<file path="config.mk">
export PLATFORM = sky130hd
export DESIGN_NAME = i2c_arbiter
export DESIGN_NICKNAME = d
export VERILOG_FILES = /design/src/rtl/i2c_arb_pkg.sv /design/src/rtl/rr_priority_picker.sv /design/src/rtl/i2c_arbiter.sv
export SDC_FILE = /design/constraint.sdc
export NUM_CORES = 1
export LEC_CHECK = 0
export CAP_MARGIN = 10
export CORE_ASPECT_RATIO = 1.1
export CORE_MARGIN = 5
export CORE_UTILIZATION = 30
export DETAILED_ROUTE_END_ITERATION = 6
export GPL_TIMING_DRIVEN = 0
export PLACE_DENSITY = 0.78
export SLEW_MARGIN = 20
export SYNTH_ARGS = -nofsm -noshare
export SYNTH_HDL_FRONTEND = slang
export SYNTH_SLANG_ARGS = --single-unit
</file>
<file path="constraint.sdc">
create_clock -name clock -period 1.7 [get_ports clock]
set_input_delay 0.17 -clock clock [delete_from_list [all_inputs] [get_ports clock]]
set_output_delay 0.17 -clock clock [all_outputs]
set_load 0.01 [all_outputs]
</file>
<file path="src/rtl/i2c_arb_pkg.sv">
// Shared types and field widths for the I2C arbiter.
// Optional build macro used by i2c_arbiter: I2C_ARB_TIMEOUT_EN.
package i2c_arb_pkg;

    typedef enum logic [2:0] {
        ST_IDLE       = 3'd0,
        ST_ISSUE      = 3'd1,
        ST_WAIT_START = 3'd2,
        ST_WAIT_DONE  = 3'd3,
        ST_COMPLETE   = 3'd4
    } arb_state_t;

    localparam int ADDR_W  = 7;
    localparam int DATA_W  = 32;
    localparam int BYTES_W = 4;

    // Packed command word: {rw, address, data, bytesend}
    localparam int CTL_FIELD_W = 1 + ADDR_W + DATA_W + BYTES_W;

    function automatic int max_int(input int a, input int b);
        return (a > b) ? a : b;
    endfunction

endpackage

</file>
<file path="src/rtl/rr_priority_picker.sv">
// Combinational round-robin picker: searches the request vector starting
// one past the previous winner, wrapping around, and reports the first hit.
module rr_priority_picker #(
    parameter int N_REQ = 4,
    parameter int IDX_W = $clog2(N_REQ)
) (
    input  logic [N_REQ-1:0] i_req,
    input  logic [IDX_W-1:0] i_last,
    output logic [IDX_W-1:0] o_winner,
    output logic             o_any
);

    logic [IDX_W-1:0] w_idx;

    // Walk from the farthest candidate back to last+1 so the nearest hit wins.
    always_comb begin
        o_winner = '0;
        o_any    = 1'b0;
        w_idx    = '0;
        for (int k = N_REQ; k >= 1; k--) begin
            w_idx = IDX_W'((int'(i_last) + k) % N_REQ);
            if (i_req[w_idx]) begin
                o_winner = w_idx;
                o_any    = 1'b1;
            end
        end
    end

endmodule

</file>
<file path="src/rtl/i2c_arbiter.sv">
// Round-robin arbiter sharing one I2C controller among N_REQ requesters.
// Optional build macro: I2C_ARB_TIMEOUT_EN adds start/busy timeouts that
// complete the transaction with o_req_err=1.
//
// state         | meaning
// --------------+------------------------------------------------------
// ST_IDLE       | waiting for any request; grant and latch on the edge
// ST_ISSUE      | ctl_init pulse to the controller
// ST_WAIT_START | waiting for controller busy to rise
// ST_WAIT_DONE  | waiting for controller busy to fall
// ST_COMPLETE   | done pulse to the granted requester (with error flag)
module i2c_arbiter
    import i2c_arb_pkg::*;
#(
    parameter int N_REQ          = 4,
    parameter int START_WAIT     = 15,
    parameter int TIMEOUT_CYCLES = 1_000_000
) (
    input  logic                       clock,
    input  logic                       reset_n,
    input  logic [N_REQ-1:0]           i_req_valid,
    input  logic [N_REQ-1:0]           i_req_rw,
    input  logic [ADDR_W*N_REQ-1:0]    i_req_addr,
    input  logic [DATA_W*N_REQ-1:0]    i_req_data,
    input  logic [BYTES_W*N_REQ-1:0]   i_req_bytes,
    output logic [N_REQ-1:0]           o_req_done,
    output logic                       o_req_err,
    output logic [$clog2(N_REQ)-1:0]   o_grant_id,
    output logic                       o_arb_busy,
    output logic                       o_ctl_init,
    output logic                       o_ctl_rw,
    output logic [ADDR_W-1:0]          o_ctl_address,
    output logic [DATA_W-1:0]          o_ctl_data,
    output logic [BYTES_W-1:0]         o_ctl_bytesend,
    input  logic                       i_ctl_busy
);

    localparam int IDX_W = $clog2(N_REQ);

    arb_state_t             r_state;
    arb_state_t             w_state_next;
    logic [IDX_W-1:0]       r_last;
    logic [IDX_W-1:0]       r_grant_id;
    logic [CTL_FIELD_W-1:0] r_ctl_fields;
    logic [CTL_FIELD_W-1:0] w_sel_fields;
    logic [IDX_W-1:0]       w_winner;
    logic                   w_any;
    logic                   w_grant;
    logic                   w_timeout_hit;
    logic                   w_err_flag;

    rr_priority_picker #(
        .N_REQ (N_REQ),
        .IDX_W (IDX_W)
    ) u_picker (
        .i_req    (i_req_valid),
        .i_last   (r_last),
        .o_winner (w_winner),
        .o_any    (w_any)
    );

    assign w_sel_fields = {i_req_rw[w_winner],
                           i_req_addr[int'(w_winner)*ADDR_W +: ADDR_W],
                           i_req_data[int'(w_winner)*DATA_W +: DATA_W],
                           i_req_bytes[int'(w_winner)*BYTES_W +: BYTES_W]};

`ifdef I2C_ARB_TIMEOUT_EN
    localparam int CNT_W = $clog2(max_int(START_WAIT, TIMEOUT_CYCLES) + 1);

    logic [CNT_W-1:0] r_wait_cnt;
    logic             r_err;

    assign w_timeout_hit = ((r_state == ST_WAIT_START) && (r_wait_cnt >= CNT_W'(START_WAIT))) ||
                           ((r_state == ST_WAIT_DONE)  && (r_wait_cnt >= CNT_W'(TIMEOUT_CYCLES)));
    assign w_err_flag    = r_err;

    // Wait counter restarts on every state entry and saturates; error latches on a timed-out exit.
    always_ff @(posedge clock) begin
        if (!reset_n) begin
            r_wait_cnt <= '0;
            r_err      <= 1'b0;
        end else begin
            if (r_state != w_state_next) begin
                r_wait_cnt <= '0;
            end else if (((r_state == ST_WAIT_START) || (r_state == ST_WAIT_DONE)) &&
                         (r_wait_cnt != '1)) begin
                r_wait_cnt <= r_wait_cnt + CNT_W'(1);
            end
            if (w_grant) begin
                r_err <= 1'b0;
            end else if (w_timeout_hit &&
                         (((r_state == ST_WAIT_START) && !i_ctl_busy) ||
                          ((r_state == ST_WAIT_DONE)  &&  i_ctl_busy))) begin
                r_err <= 1'b1;
            end
        end
    end
`else
    logic w_unused_cfg;

    assign w_timeout_hit = 1'b0;
    assign w_err_flag    = 1'b0;
    assign w_unused_cfg  = START_WAIT[0] ^ TIMEOUT_CYCLES[0];
`endif

    // State register plus grant-time capture of winner index and command fields.
    always_ff @(posedge clock) begin
        if (!reset_n) begin
            r_state      <= ST_IDLE;
            r_last       <= IDX_W'(N_REQ - 1);
            r_grant_id   <= '0;
            r_ctl_fields <= '0;
        end else begin
            r_state <= w_state_next;
            if (w_grant) begin
                r_last       <= w_winner;
                r_grant_id   <= w_winner;
                r_ctl_fields <= w_sel_fields;
            end
        end
    end

    // Next-state and Moore outputs.
    always_comb begin
        w_state_next = r_state;
        w_grant      = 1'b0;
        o_ctl_init   = 1'b0;
        o_arb_busy   = 1'b1;
        o_req_done   = '0;
        o_req_err    = 1'b0;
        case (r_state)
            ST_IDLE: begin
                o_arb_busy = 1'b0;
                if (w_any) begin
                    w_grant      = 1'b1;
                    w_state_next = ST_ISSUE;
                end
            end
            ST_ISSUE: begin
                o_ctl_init   = 1'b1;
                w_state_next = ST_WAIT_START;
            end
            ST_WAIT_START: begin
                if (i_ctl_busy) begin
                    w_state_next = ST_WAIT_DONE;
                end else if (w_timeout_hit) begin
                    w_state_next = ST_COMPLETE;
                end
            end
            ST_WAIT_DONE: begin
                if (!i_ctl_busy || w_timeout_hit) begin
                    w_state_next = ST_COMPLETE;
                end
            end
            ST_COMPLETE: begin
                o_req_done   = N_REQ'(1) << r_grant_id;
                o_req_err    = w_err_flag;
                w_state_next = ST_IDLE;
            end
            default: begin
                w_state_next = ST_IDLE;
            end
        endcase
    end

    assign o_grant_id = r_grant_id;
    assign {o_ctl_rw, o_ctl_address, o_ctl_data, o_ctl_bytesend} = r_ctl_fields;

endmodule
</file>
==> flow_metrics.py <==
metrics = {
    "drt": {
        "drt-met1-wl_um": 4990,
        "drc": 0,
        "wl_per_cell_um": 19.1,
        "drt_iter0_drc": 82,
        "via_per_inst": 5.02,
        "wl_met3_um": 878,
        "ant_nets": 0,
        "num_vias": 3410,
        "drt-total-wl_um": 12900,
        "wl_met2_um": 6800,
        "first_pass_iters": 4,
        "top_layer_used": "met4",
    },
    "placed_design": {
        "place_area_sq_um": 5420,
        "dp_hpwl_um": 9990,
        "gp_congestion": 0.839,
        "post-place-ws_ns": -0.514,
        "io_buffers": 234,
    },
    "yosys": {
        "ys_seq_area_frac": 0.349,
        "ys.warnings.count": 0,
        "synth-xor-area-share": 0,
        "synth_most_common_cell": "mux2i_1",
        "synth-simple-area-share": 0.114,
        "synth_area_leaders": "dfxtp_1 (35%), mux2i_1 (30%), o221ai_1 (13%)",
        "synth_nets": 482,
        "synthArstFlopShare": 0,
        "synth-edff-count": 0,
        "netlist_area_sq_um": 2930,
        "synth_top_family_by_area": "multiplexers",
        "synth_top_area_frac": 0.349,
        "synth_fa_ha_area_frac": 0,
        "yosysTopAreaCell": "dfxtp_1",
        "ys_types": 40,
        "synth_mux_area_frac": 0.305,
        "ys_seq_elements": 51,
        "synthFlopType": "dfxtp_1",
        "synth_compound_area_frac": 0.165,
        "yosys-top-cells-count": "mux2i_1 (88), dfxtp_1 (51), nand2_1 (49)",
        "syn_avg_cell_area_sq_um": 9.79,
        "synthCells": 299,
    },
    "floorplanning": {
        "die_area_sq_um": 11800,
        "die_x_um": 104,
        "fp.coreArea_sq_um": 9440,
        "initial_core_util": 0.310,
        "io_pins": 236,
        "fp-row-count": 37,
        "die_h_um": 114,
    },
    "power": {
        "peakVddDrop_mv": 0.409,
        "power.density_nw_per_um2": 841,
        "report.power.total_mw": 5.24,
        "p_leak_nw": 2.66,
    },
    "timing": {
        "finalWorstSetupSlack_ns": -0.0864,
        "rsz0062_at_grt": "true",
        "drv_slew": 0,
        "finClkSkew_ns": 0.00444,
        "setup_viol": 35,
        "min_period_ns": 1.79,
        "finalHoldViolCount": 0,
        "hold_slack_ns": 0.472,
        "min_period_over_period": 1.05,
        "fmax_mhz": 560,
    },
    "grt": {
        "grt_overflow": 0,
        "grt_pass1_wl_um": 20100,
        "grt_use_total": 0.209,
        "antenna_found_initial": 0,
        "grt_pass1_vias": 3783,
        "grt_max_degree": 15,
    },
    "status": {
        "status": "finished, violations left",
        "violations": "setup timing",
    },
    "worst_hold_path": {
        "min_path_type": "flop to flop",
        "min_from": "r_ctl_fields[12]$_SDFFE_PN0P_",
        "min_to": "r_ctl_fields[12]$_SDFFE_PN0P_",
        "whs_path_depth": 2,
    },
    "clock_tree": {
        "clock_latency_ns": 0.30,
        "cts-root-buf": "clkbuf_8",
        "cts_tree": "yes",
        "h-tree-depth": 2,
        "cts_buffers": 5,
        "clk_pin_slew_ns": 0.09,
        "hold_buffers": 0,
        "clock_sinks": 51,
        "ctsLongestPathBuffers": 2,
    },
    "final_layout": {
        "syn2layout_area_growth_pct": 113,
        "drive_above_1_share": 0.174,
        "design_area_sq_um": 6230,
        "n_antenna_cell": 0,
        "num-nets-final": 745,
    },
    "job": {
        "maxCapViolations": 0,
    },
    "worst_setup_path": {
        "timing.rr.start": "r_last[1]$_SDFFE_PN1P_",
        "r2r_slack_ns": -0.09,
        "start_kind": "flop",
        "timing.rr.end": "r_ctl_fields[13]$_SDFFE_PN0P_",
        "cp_max_fo": 5,
        "crit_type": "flop to flop",
        "end_kind": "flop",
        "arrival_ns": 1.97,
        "cp.required_ns": 1.88,
        "ff2ff_path_depth": 8,
    },
}
[timing repair]
action,in CTS,in global routing
buffers inserted,16,2
pin swaps,27,9
gates cloned,6,2
endpoints found under the setup margin,50,48
resized for setup,71,42
[layout by cell type, fill, tap and decap left out, types with 4 or more instances in the layout]
cell / netlist / final
clkbuf_16: 0 / 4
buf_8: 0 / 4
dfxtp_1: 51 / 47
nand2_1: 49 / 48
buf_4: 6 / 14
nor2_1: 8 / 6
mux2i_1: 88 / 72
buf_16: 0 / 4
mux2i_2: 0 / 13
o221ai_1: 44 / 35
dlygate4sd2_1: 0 / 8
buf_12: 3 / 12
clkdlybuf4s50_1: 0 / 225
o221ai_2: 0 / 9
buf_6: 1 / 4
clkbuf_8: 0 / 5
[per-layer routing]
layer,global-route usage,vias up
li1,-,1655
met1,0.235,1586
met2,0.387,148
met3,0.0538,21
met4,0.0622,0
met5,0,-
[worst max-delay path by stage]
stage	from	to	slack, ns	cells past startpoint
after floorplan	r_state[1]$_SDFFE_PN0P_	r_ctl_fields[10]$_SDFFE_PN0P_	0.1	7
after global placement	i_req_valid[1]	r_ctl_fields[38]$_SDFFE_PN0P_	-0.43	7
after detailed placement	i_req_valid[3]	r_ctl_fields[3]$_SDFFE_PN0P_	-0.51	7
after CTS	r_last[1]$_SDFFE_PN1P_	r_ctl_fields[16]$_SDFFE_PN0P_	-0.1	8
after global routing	r_last[1]$_SDFFE_PN1P_	r_ctl_fields[6]$_SDFFE_PN0P_	-0.16	9
final	r_last[1]$_SDFFE_PN1P_	r_ctl_fields[13]$_SDFFE_PN0P_	-0.09	8
[registers in the layout, indices dropped and copies added, names as in the netlist]
register / count
r_ctl_fields: 44
r_last: 2
o_grant_id: 2
r_state: 3
[area by class of cell]
cell class,count,area [sq um]
Inverter,3,13.8
Clock buffer,6,72.6
Tap cell,117,146
Timing Repair Buffer,258,2740
Buffer,21,274
Sequential cell,51,1030
Multi-Input combinational cell,222,1920
Fill cell,767,3210
Clock inverter,1,30.0
[per-stage QoR]
stage,setup TNS (ns),util,cells
6_report,-1.32,0.660,679
5_1_grt,-4.17,0.660,679
4_1_cts,-1.71,0.639,677
3_5_place_dp,-20.08,0.574,650
3_3_place_gp,-17.80,0.574,650
2_1_floorplan,0,-,299
[kinds of logic (layout without fill, tap and decap cells)]
kind of cell,count (synthesis),after routing
compound gates,57,57
simple gates,74,75
buf+inv,27,289
other cells,1,1
mux,89,89
flops,51,51
[report_power, final]
part           switching, mW  internal (mW)  total, mW
logic                   1.09           1.76       2.85
registers              0.139           1.43       1.57
clock network          0.388          0.432      0.820
total                   1.61           3.63       5.24
[worst max-delay path, cell delays in order (launching register included)]
cell,delay [ns]
dfxtp_4,0.39
inv_4,0.03
o32a_1,0.38
nand2_4,0.14
buf_12,0.12
buf_12,0.12
buf_12,0.12
mux2i_2,0.25
o221ai_2,0.12
Note: power is estimated with default switching activity, not from simulation.
